**src/rtl/ep_arb.sv**
```systemverilog
// Round-robin arbiter sharing the PCIe endpoint TX TRN interface between
// N requesters, with grant timeout, misuse detection and the TRN mux.
module ep_arb #(
    parameter int N           = 4,
    parameter int GNT_TIMEOUT = 16
) (
    input  logic            clk,
    input  logic            rst,
    input  logic [N-1:0]    req_ep,
    input  logic [N-1:0]    drv_ep,
    output logic [N-1:0]    my_trn,
    input  logic [N*64-1:0] req_td,
    input  logic [N*8-1:0]  req_trem_n,
    input  logic [N-1:0]    req_tsof_n,
    input  logic [N-1:0]    req_teof_n,
    input  logic [N-1:0]    req_tsrc_rdy_n,
    output logic [N-1:0]    req_tdst_rdy_n,
    output logic [63:0]     trn_td,
    output logic [7:0]      trn_trem_n,
    output logic            trn_tsof_n,
    output logic            trn_teof_n,
    output logic            trn_tsrc_rdy_n,
    input  logic            trn_tdst_rdy_n,
    output logic            gnt_timeout,
    output logic            drv_err
);

    localparam int IW = (N > 1) ? $clog2(N) : 1;
    localparam logic [N-1:0] ONE      = {{(N-1){1'b0}}, 1'b1};
    localparam logic [7:0]   TMO_LAST = 8'(GNT_TIMEOUT - 1);
    localparam logic [IW-1:0] LAST_RST = IW'(N - 1);

    typedef enum logic [1:0] {
        IDLE,
        GRANT,
        OWNED
    } state_t;

    state_t        state;
    logic [IW-1:0] owner;
    logic [IW-1:0] last;
    logic [7:0]    timer;

    logic          own_drv;
    logic          own_req;
    logic          live;
    logic [N-1:0]  own_mask;
    logic          err_c;
    logic          found;
    logic [IW-1:0] pick;

    assign own_drv = drv_ep[owner];
    assign own_req = req_ep[owner];
    assign live    = (state == OWNED) && own_drv;

    // Searching from last+1 keeps a just-released requester at lowest priority
    always_comb begin
        found = 1'b0;
        pick  = '0;
        for (int k = 1; k <= N; k++) begin
            if (!found && req_ep[(int'(last) + k) % N]) begin
                found = 1'b1;
                pick  = IW'((int'(last) + k) % N);
            end
        end
    end

    assign own_mask = (state == IDLE) ? '0 : (ONE << owner);
    assign err_c    = |(drv_ep & ~own_mask);

    always_ff @(posedge clk or posedge rst) begin
        if (rst) begin
            state       <= IDLE;
            owner       <= '0;
            last        <= LAST_RST;
            timer       <= '0;
            my_trn      <= '0;
            gnt_timeout <= 1'b0;
            drv_err     <= 1'b0;
        end else begin
            gnt_timeout <= 1'b0;
            drv_err     <= err_c;
            unique case (state)
                IDLE: begin
                    if (found) begin
                        owner  <= pick;
                        my_trn <= ONE << pick;
                        timer  <= '0;
                        state  <= GRANT;
                    end
                end
                GRANT: begin
                    if (own_drv) begin
                        state <= OWNED;
                    end else if (!own_req) begin
                        my_trn <= '0;
                        last   <= owner;
                        state  <= IDLE;
                    end else if (timer == TMO_LAST) begin
                        my_trn      <= '0;
                        gnt_timeout <= 1'b1;
                        last        <= owner;
                        state       <= IDLE;
                    end else begin
                        timer <= timer + 8'd1;
                    end
                end
                OWNED: begin
                    if (!own_drv) begin
                        my_trn <= '0;
                        last   <= owner;
                        state  <= IDLE;
                    end
                end
                default: state <= IDLE;
            endcase
        end
    end

    // Zero-latency path; falls back to idle framing as soon as drv_ep drops
    always_comb begin
        trn_td         = '0;
        trn_trem_n     = 8'hFF;
        trn_tsof_n     = 1'b1;
        trn_teof_n     = 1'b1;
        trn_tsrc_rdy_n = 1'b1;
        req_tdst_rdy_n = '1;
        if (live) begin
            trn_td                = req_td[int'(owner)*64 +: 64];
            trn_trem_n            = req_trem_n[int'(owner)*8 +: 8];
            trn_tsof_n            = req_tsof_n[owner];
            trn_teof_n            = req_teof_n[owner];
            trn_tsrc_rdy_n        = req_tsrc_rdy_n[owner];
            req_tdst_rdy_n[owner] = trn_tdst_rdy_n;
        end
    end

endmodule

```
**config.mk**
```make
export PLATFORM = sky130hd
export DESIGN_NAME = ep_arb
export DESIGN_NICKNAME = d
export VERILOG_FILES = /design/src/rtl/ep_arb.sv
export SDC_FILE = /design/constraint.sdc
export NUM_CORES = 1
export LEC_CHECK = 0
export CAP_MARGIN = 20
export CORE_AREA = 8 8 146 148
export DETAILED_ROUTE_END_ITERATION = 10
export DIE_AREA = 0 0 154 156
export GPL_ROUTABILITY_DRIVEN = 0
export HOLD_SLACK_MARGIN = 0.05
export SYNTH_ARGS = -nofsm -noshare
export SYNTH_HDL_FRONTEND = slang
export SYNTH_SLANG_ARGS = --single-unit
```
**constraint.sdc**
```tcl
create_clock -name clk -period 2 [get_ports clk]
set_input_delay 0.3 -clock clk [delete_from_list [all_inputs] [get_ports clk]]
set_output_delay 0.3 -clock clk [all_outputs]
set_load 0.005 [all_outputs]
```
======== After elaboration in Yosys (flattened, before gate mapping) ========
Cells that the tools add are included.
operators by class
  add/subtract/negate cells ............... 5
  reduce and logical (&&, ||, !) cells .... 22
  order comparisons ....................... 6
  shift-type cells ........................ 4
  eq/ne operators ......................... 10
  bitwise operators ....................... 8
  multiplexer cells ....................... 65
operators with widths
  cell                                                        count
  indexed part select 256 x 9 -> 64 bit                       1
  2-to-1 mux 64 bit                                           1
  2-to-1 mux 8 bit                                            5
  indexed part select 32 x 6 -> 8 bit                         1
  2-to-1 mux 4 bit                                            7
  2-to-1 mux 2 bit                                            13
  2-to-1 mux 1 bit                                            25
  binary-select mux 1 bit (select 2 bit)                      9
  less-than comparator 3 x 4 -> 1 bit, second input constant  4
  one-hot mux 8 bit (2 select lines)                          1
  one-hot mux 4 bit (3 select lines)                          1
  inequality test 2 bit, second input constant                5
  AND reduction 5 bit                                         2
  adder 8 x 1 -> 8 bit, second input constant                 1
  equality test 8 x 4 -> 1 bit, second input constant         1
  inverter 4 bit                                              2
  OR reduction 2 bit                                          4
  << shifter 1 x 2 -> 4 bit, first input constant             2
  one-hot mux 2 bit (3 select lines)                          1
  logical AND 1 bit                                           5
  adder 2 x 1 -> 2 bit, second input constant                 2
  adder 2 bit, second input constant                          2
  AND 1 bit, first input constant                             4
  AND 4 bit                                                   1
  17 further kinds                                            20
storage, ports and cells
  logic and storage cells ................. 127
  bits in registers ....................... 20
  output and inout port bits .............. 85

======== Longest topological paths before layout ========
Gate-level depths: netlist (run 1).
  word-level depth ........................ 19
  depth in mapped cells ................... 8
  mapped depth without buffers ............ 7

======== Worst setup path before layout (run 1) ========
Ideal clock, no wire load.
  path kind ............................... reg2out
  start point ............................. reg owner[0]
  end point ............................... out trn_teof_n
  cell stages (with the launch flop) ...... 6
  data required time ...................... 1700 ps
  arrival ................................. 1881 ps
  setup slack ............................. -181 ps
  cells stage by stage .................... dfrtp_1 buf_6 clkbuf_1 buf_2 mux4_2 or2_2
on the way
  word-level cells in the longest chain between the ends .. 4
  elaborated cells between the ends (all ways) .. 6
  classes of those cells .................. 5 x mux; 1 x reduce/logical
ends and longest elaborated chain
  element                                 RTL line  RTL
  from (decl)                             40        logic [IW-1:0] owner;
  from (signal assigned)                  86        owner <= pick;
  binary-select mux 1 bit (select 2 bit)  52        assign own_drv = drv_ep[owner];
  2-to-1 mux 1 bit (not written as such)  52
  logical AND 1 bit                       54        assign live = (state == OWNED) && own_drv;
  2-to-1 mux 1 bit *                      128       if (live) begin
  to (decl)                               21        output logic trn_teof_n,
Mark *: on every way between the ends. The rest lies on a longest branch, timed or not. The select of a mux whose other input is x is not followed.

======== Worst setup path after layout (run 1) ========
  start point ............................. reg owner[0]
  end point ............................... out trn_td[56]
on the way
  word-level cells in the longest chain between the ends .. 4
  elaborated cells between the ends (all ways) .. 5
  classes of those cells .................. 1 x shift; 3 x mux; 1 x reduce/logical
ends and longest elaborated chain
  element                                                                        RTL line  RTL
  branches (longest 3 deep; another with indexed part select 256 x 9 -> 64 bit)  -
  2-to-1 mux 64 bit *                                                            128
  to (decl)                                                                      18        output logic [63:0] trn_td,
Mark *: on every way between the ends. The select of a mux whose other input is x is not followed.

==> results of run 1 <==
-- timing repair --
| action | 4_1_cts | 5_1_grt |
|---|---|---|
| resized for setup | 169 | 250 |
| buffers inserted | 13 | 35 |
| pin swaps | 2 | 46 |
| endpoints found under the setup margin | 92 | 96 |
| gates cloned | 2 | 8 |
-- layout make-up --
cell class                 count  area share (%)
tap                          238            3.16
timing repair buffer         509            54.8
antenna                        7           0.186
clock buffer                   4           0.943
sequential                    20            5.42
multi-input combinational    256            35.3
inverter                       6           0.239
-- placed cells by master (no fill, tap or decap), types with 11 or more instances in the layout --
cell and n:
buf_12 15, and3_1 15, dfrtp_1 16, buf_6 66, mux4_2 76, nand2_1 11
clkdlybuf4s50_1 313, clkbuf_2 33, buf_4 58, and3_4 51
-- cell families (layout without fill, tap and decap cells) --
group,Yosys count,in the layout
DFF,20,20
adders and majority gates,6,6
other,0,7
AOI/OAI and AO/OA,27,27
and+or+nand+nor,132,133
muxes,89,89
xor gates and xnor gates,1,1
buffers and inverters,42,519
-- per-stage QoR --
stage               cell area [um2]  util (%)  power, uW
floorplan                      3630         -       3900
global placement               8300      43.5       6350
detailed placement             8300      43.5       6440
CTS                            8550      44.8       7330
global route                   9420      49.4       9530
finish                         9430      49.4       9010
-- routing by layer --
metal	vias up	GRT usage, %
met2	273	34.1
met5	-	0
met4	4	5.41
li1	2285	-
met1	2566	20.0
met3	47	6.93
-- worst min-delay path: cells and delay by family --
kind / cells / cell delay, ns
buf+inv: 1 / 0.12
compound gates: 1 / 0.09
simple gates: 1 / 0.06
-- state kept, by name (all words and copies together) (netlist names) --
register,flops
drv_err,1
owner,2
gnt_timeout,1
state,2
timer,8
my_trn,4
last,2
-- where the power goes --
group          internal [uW]  switching [uW]  total [uW]  leakage (uW)
sequential               542             100         642      0.000256
clock                    305             161         466     0.0000442
combinational           4890            3020        7900       0.00361
total                   5730            3280        9010       0.00391
-- final timing paths --
| check | from | end | slack (ns) | cells after the start |
|---|---|---|---|---|
| setup / recovery | owner[0]$_DFFE_PP0P_ | trn_td[56] | -0.43 | 7 |
| hold / removal | drv_ep[3] | drv_err$_DFF_PP0_ | 0.35 | 3 |
| setup reg to reg | owner[0]$_DFFE_PP0P_ | my_trn[2]$_DFFE_PP0P_ | -0.35 | 9 |
| hold reg to reg | my_trn[0]$_DFFE_PP0P_ | my_trn[0]$_DFFE_PP0P_ | 0.50 | 1 |
| max in group asynchronous | rst | timer[3]$_DFFE_PP0P_ | 1.13 | 3 |
| min in group asynchronous | rst | timer[2]$_DFFE_PP0P_ | 0.36 | 2 |
==> metrics.txt, run 1 <==
sequential share of the synthesized area 14.0%; CTS root buf clkbuf_16; Critical Path Source Type flip-flop; # IOs 396; synthesized area 3590 um2; post-synthesis mux area share 51.6%; hold crit path type in2reg; Synth top area share 47.7%; CP Cell Sequence mux4_2 > buf_8 > buf_6 > clkbuf_16 > buf_8 > and3_4 > buf_6; synthesized net count 634; post-synthesis adder-cell area fraction 2.09%; Worst Path Required 1.70 ns; hpwl dp 20.6 mm; Post-synth ARST share 100%; Tcrit/Tclk final 121%; Yosys reg bits 20; Finished Layout Cells 1,040; failing checks negative setup slack; Slew @ Worst Pin 0.467 ns; Max clock buf depth 2; area share of and/or/nand/nor cells after synthesis 21.9%; crit path capture type primary output; DRC violations left 0; synth cell count leaders mux4_2 (76), and3_1 (66), clkbuf_1 (25); CTS Sinks 20; Via-to-Cell Ratio 4.98; Place WS -0.562 ns; setup TNS -28.49 ns; Syn Area/Cell 11.3 um2; GR Overflow Total 0; Routed WL 25.7 mm; complex-gate fraction of the synthesized area 5.20%; Syn Inst Count 317; number of global-route vias before repair 5,526; Die Width 154 um; first-pass GRT wire length 34.6 mm; first drt pass iteration count 6; largest net degree at the start of global routing 68; top_reg_cell synth dfrtp_1; die area 24,000 um2; FP Rows 51; Setup CP Type reg2out; final hold vios 0; Final WS setup -0.427 ns; Placed Cells incl. Taps 973; Synth warnings 0; Fillers 1,690; met1 WL 9.15 mm; largest family of logic cells by synthesized area multiplexers; CORE AREA 19,100 um2; area leader, netlist mux4_2; die height 156 um; status complete, but fails checks; wire length per cell 24.7 um; Setup Skew 0.00267 ns; slowest stage delay, CP 0.55 ns; cell with the most instances after synthesis mux4_2; antenna-violating nets left 0; Num CTS Buffers 3; clock slew seen by the registers of the worst setup and hold paths 0.06 ns; Area growth, synth to finish 163%; IR drop worst, VDD 0.427 mV; Slowest-stage cell, CP mux4_2; area of the multi-input gates 3320 um2; Highest Signal Layer met5; Slew Limit Fails 0; IO Port Bufs 395; RSZ-0062 raised after global routing yes; metal2 WL 13.5 mm; Worst slew margin 68.8%; crit path DAT 2.13 ns; layout net count 1,113; share of cells above drive strength 1 46.0%; CP bufs+invs 5; TritonCTS clock tree done; Routed met3 length 2.17 mm; DRT iter0 DRCs 196; Final min period 2.43 ns; fmax 0.412 GHz; top cells by area, synth mux4_2 (48%), dfrtp_1 (13%), and3_1 (12%), mux2_2 (2.8%), clkbuf_1 (2.6%); EDFF count, synth 0; Final Hold Slack 0.346 ns; routed vias 5,175; antenna violations before repair 7; All-Layer GR Usage 18.8%; Distinct cells, synth 48; worst skew pair latency 0.26 ns; Setup violations, final 95; max cap viols 0; CTS H-tree lvls 1; hold_buf cts 0; CP top delay family buffers and inverters; Pleak 0.00391 uW; power density cells 956 nW/um2; worst-path fanout max 8; sequential cell area 510 um2; xor/xnor share of the synthesized area 0.244%; Initial Util 18.8%
Power figures use the tool's default switching activity.
==> run 2: changes to the inputs <==
Settings changed: PLACE_DENSITY_LB_ADDON from default to 0.05.
==> metrics.txt, run 2 (same netlist as run 1, synthesis figures left out) <==
DRC violations left 0; CORE AREA 19,100 um2; largest net degree at the start of global routing 40; CP Cell Sequence mux4_2 > buf_12 > buf_12 > nand2_8 > buf_12 > nor2_4 > nand3b_1 > buf_2; Tcrit/Tclk final 116%; number of global-route vias before repair 5,651; Pint 5690 uW; max cap viols 0; Most flops, register timer; clock slew seen by the registers of the worst setup and hold paths 0.06 ns; slowest stage delay, CP 0.54 ns; FF-to-FF setup slack -0.31 ns; Critical Path Source Type flip-flop; Worst slew margin 66.4%; Area growth, synth to finish 164%; die area 24,000 um2; CTS Sinks 20; worst reg2reg endpoint timer[0]$_DFFE_PP0P_; biggest regs timer: 8 flops, my_trn: 4 flops; setup TNS -24.29 ns; fin util 49.7%; All-Layer GR Usage 21.5%; hold crit path type in2async; DRT iter0 DRCs 161; commonest non-fill, non-tap cell in the layout clkdlybuf4s50_1; worst skew pair latency 0.25 ns; Place WS -0.658 ns; power density cells 944 nW/um2; Max clock buf depth 2; Flop pwr share 7.4%; Slowest-stage cell, CP mux4_2; status complete, but fails checks; Logic pwr share 87.9%; sw frac 36.5%; first drt pass iteration count 4; FP Rows 51; clock group share of total power 4.7%; final hold vios 0; Final WS setup -0.321 ns; worst-path fanout max 7; share of cells above drive strength 1 46.0%; layout net count 1,099; hpwl dp 22.4 mm; Pleak 0.00381 uW; antenna-violating nets left 0; crit path capture type primary output; IO Port Bufs 395; Final min period 2.32 ns; routed vias 5,026; crit-path most repeated cell buf_12; Setup Skew 0.00404 ns; Slew Limit Fails 0; fmax 0.431 GHz; crit path DAT 2.02 ns; RSZ-0062 raised after global routing yes; crit path from owner[0]$_DFFE_PP0P_; # IOs 396; Slew @ Worst Pin 0.504 ns; worst r2r src owner[0]$_DFFE_PP0P_; Num CTS Buffers 3; Worst Path Required 1.70 ns; crit path to req_tdst_rdy_n[2]; CTS root buf clkbuf_16; switching power 3260 uW; antenna violations before repair 7; Die Width 154 um; Setup CP Type reg2out; failing checks negative setup slack; Tot Pwr 8960 uW; GR Overflow Total 0; Setup violations, final 93; most frequent cells in the layout clkdlybuf4s50_1 (316), buf_6 (80), mux4_2 (76); wire length per cell 26.3 um; IR drop worst, VDD 0.403 mV; Initial Util 18.8%; die height 156 um; first-pass GRT wire length 38.5 mm; number of flip-flops in the largest register 8; CTS H-tree lvls 1; TritonCTS clock tree done; R2R depth 7; Via-to-Cell Ratio 4.90; Routed WL 27.0 mm
[run 2: worst max-delay path, delay by kind of cell, from the launching register on]
| family | cells | cell delay (ns) |
|---|---|---|
| multiplexers | 1 | 0.54 |
| flip-flops | 1 | 0.46 |
| buffers and inverters | 4 | 0.56 |
| AND/OR/NAND/NOR | 3 | 0.21 |
[run 2: how the worst min path moves through the flow]
stage | slack, ns | cells past startpoint | endpoint | start
3_3_place_gp | 0.48 | 1 | timer[7]$_DFFE_PP0P_ | timer[7]$_DFFE_PP0P_
3_5_place_dp | 0.48 | 1 | timer[7]$_DFFE_PP0P_ | timer[7]$_DFFE_PP0P_
2_1_floorplan | 0.26 | 1 | drv_err$_DFF_PP0_ | rst
5_1_grt | 0.38 | 2 | my_trn[0]$_DFFE_PP0P_ | rst
4_1_cts | 0.35 | 2 | my_trn[2]$_DFFE_PP0P_ | rst
6_report | 0.33 | 2 | my_trn[0]$_DFFE_PP0P_ | rst
[run 2: stage by stage]
| step | instances | cell area, um2 | hold WS (ns) |
|---|---|---|---|
| detailed placement | 986 | 8440 | 0.478 |
| global route | 1024 | 9480 | 0.381 |
| CTS | 1015 | 9150 | 0.348 |
| global placement | 986 | 8440 | 0.483 |
| floorplan | 317 | 3630 | 0.262 |
| finish | 1026 | 9490 | 0.334 |
[run 2: final cells by class]
cell class / count / area (um2)
Fill cell: 1719 / 9590
Timing Repair Buffer: 496 / 5200
Multi-Input combinational cell: 255 / 3360
Sequential cell: 20 / 510
Tap cell: 238 / 298
Clock buffer: 4 / 78.8
Inverter: 6 / 25.0
Antenna cell: 7 / 17.5
[run 2: metal layers]
metal  global-route usage, %  vias up  wire length (um)
li1                        -     2253                 -
met1                    23.2     2499             10000
met2                    39.4      232             14100
met3                    6.90       38              2130
met4                    5.97        4               745
met5                       0        -                22
[run 2: power by group through the flow]
stage | Clock, uW | Combinational [uW] | Sequential (uW)
after floorplan | 0 | 3270 | 622
after global placement | 0 | 6090 | 664
after detailed placement | 0 | 6120 | 668
after CTS | 432 | 7560 | 667
after global routing | 458 | 8360 | 675
final | 423 | 7870 | 659
[run 2: timing repair]
item	in CTS	in global routing
setup endpoints to repair	92	95
setup buffers	19	5
gates resized for setup	461	57
cloned	6	3
pin swaps	32	15
hold buffers	0	0
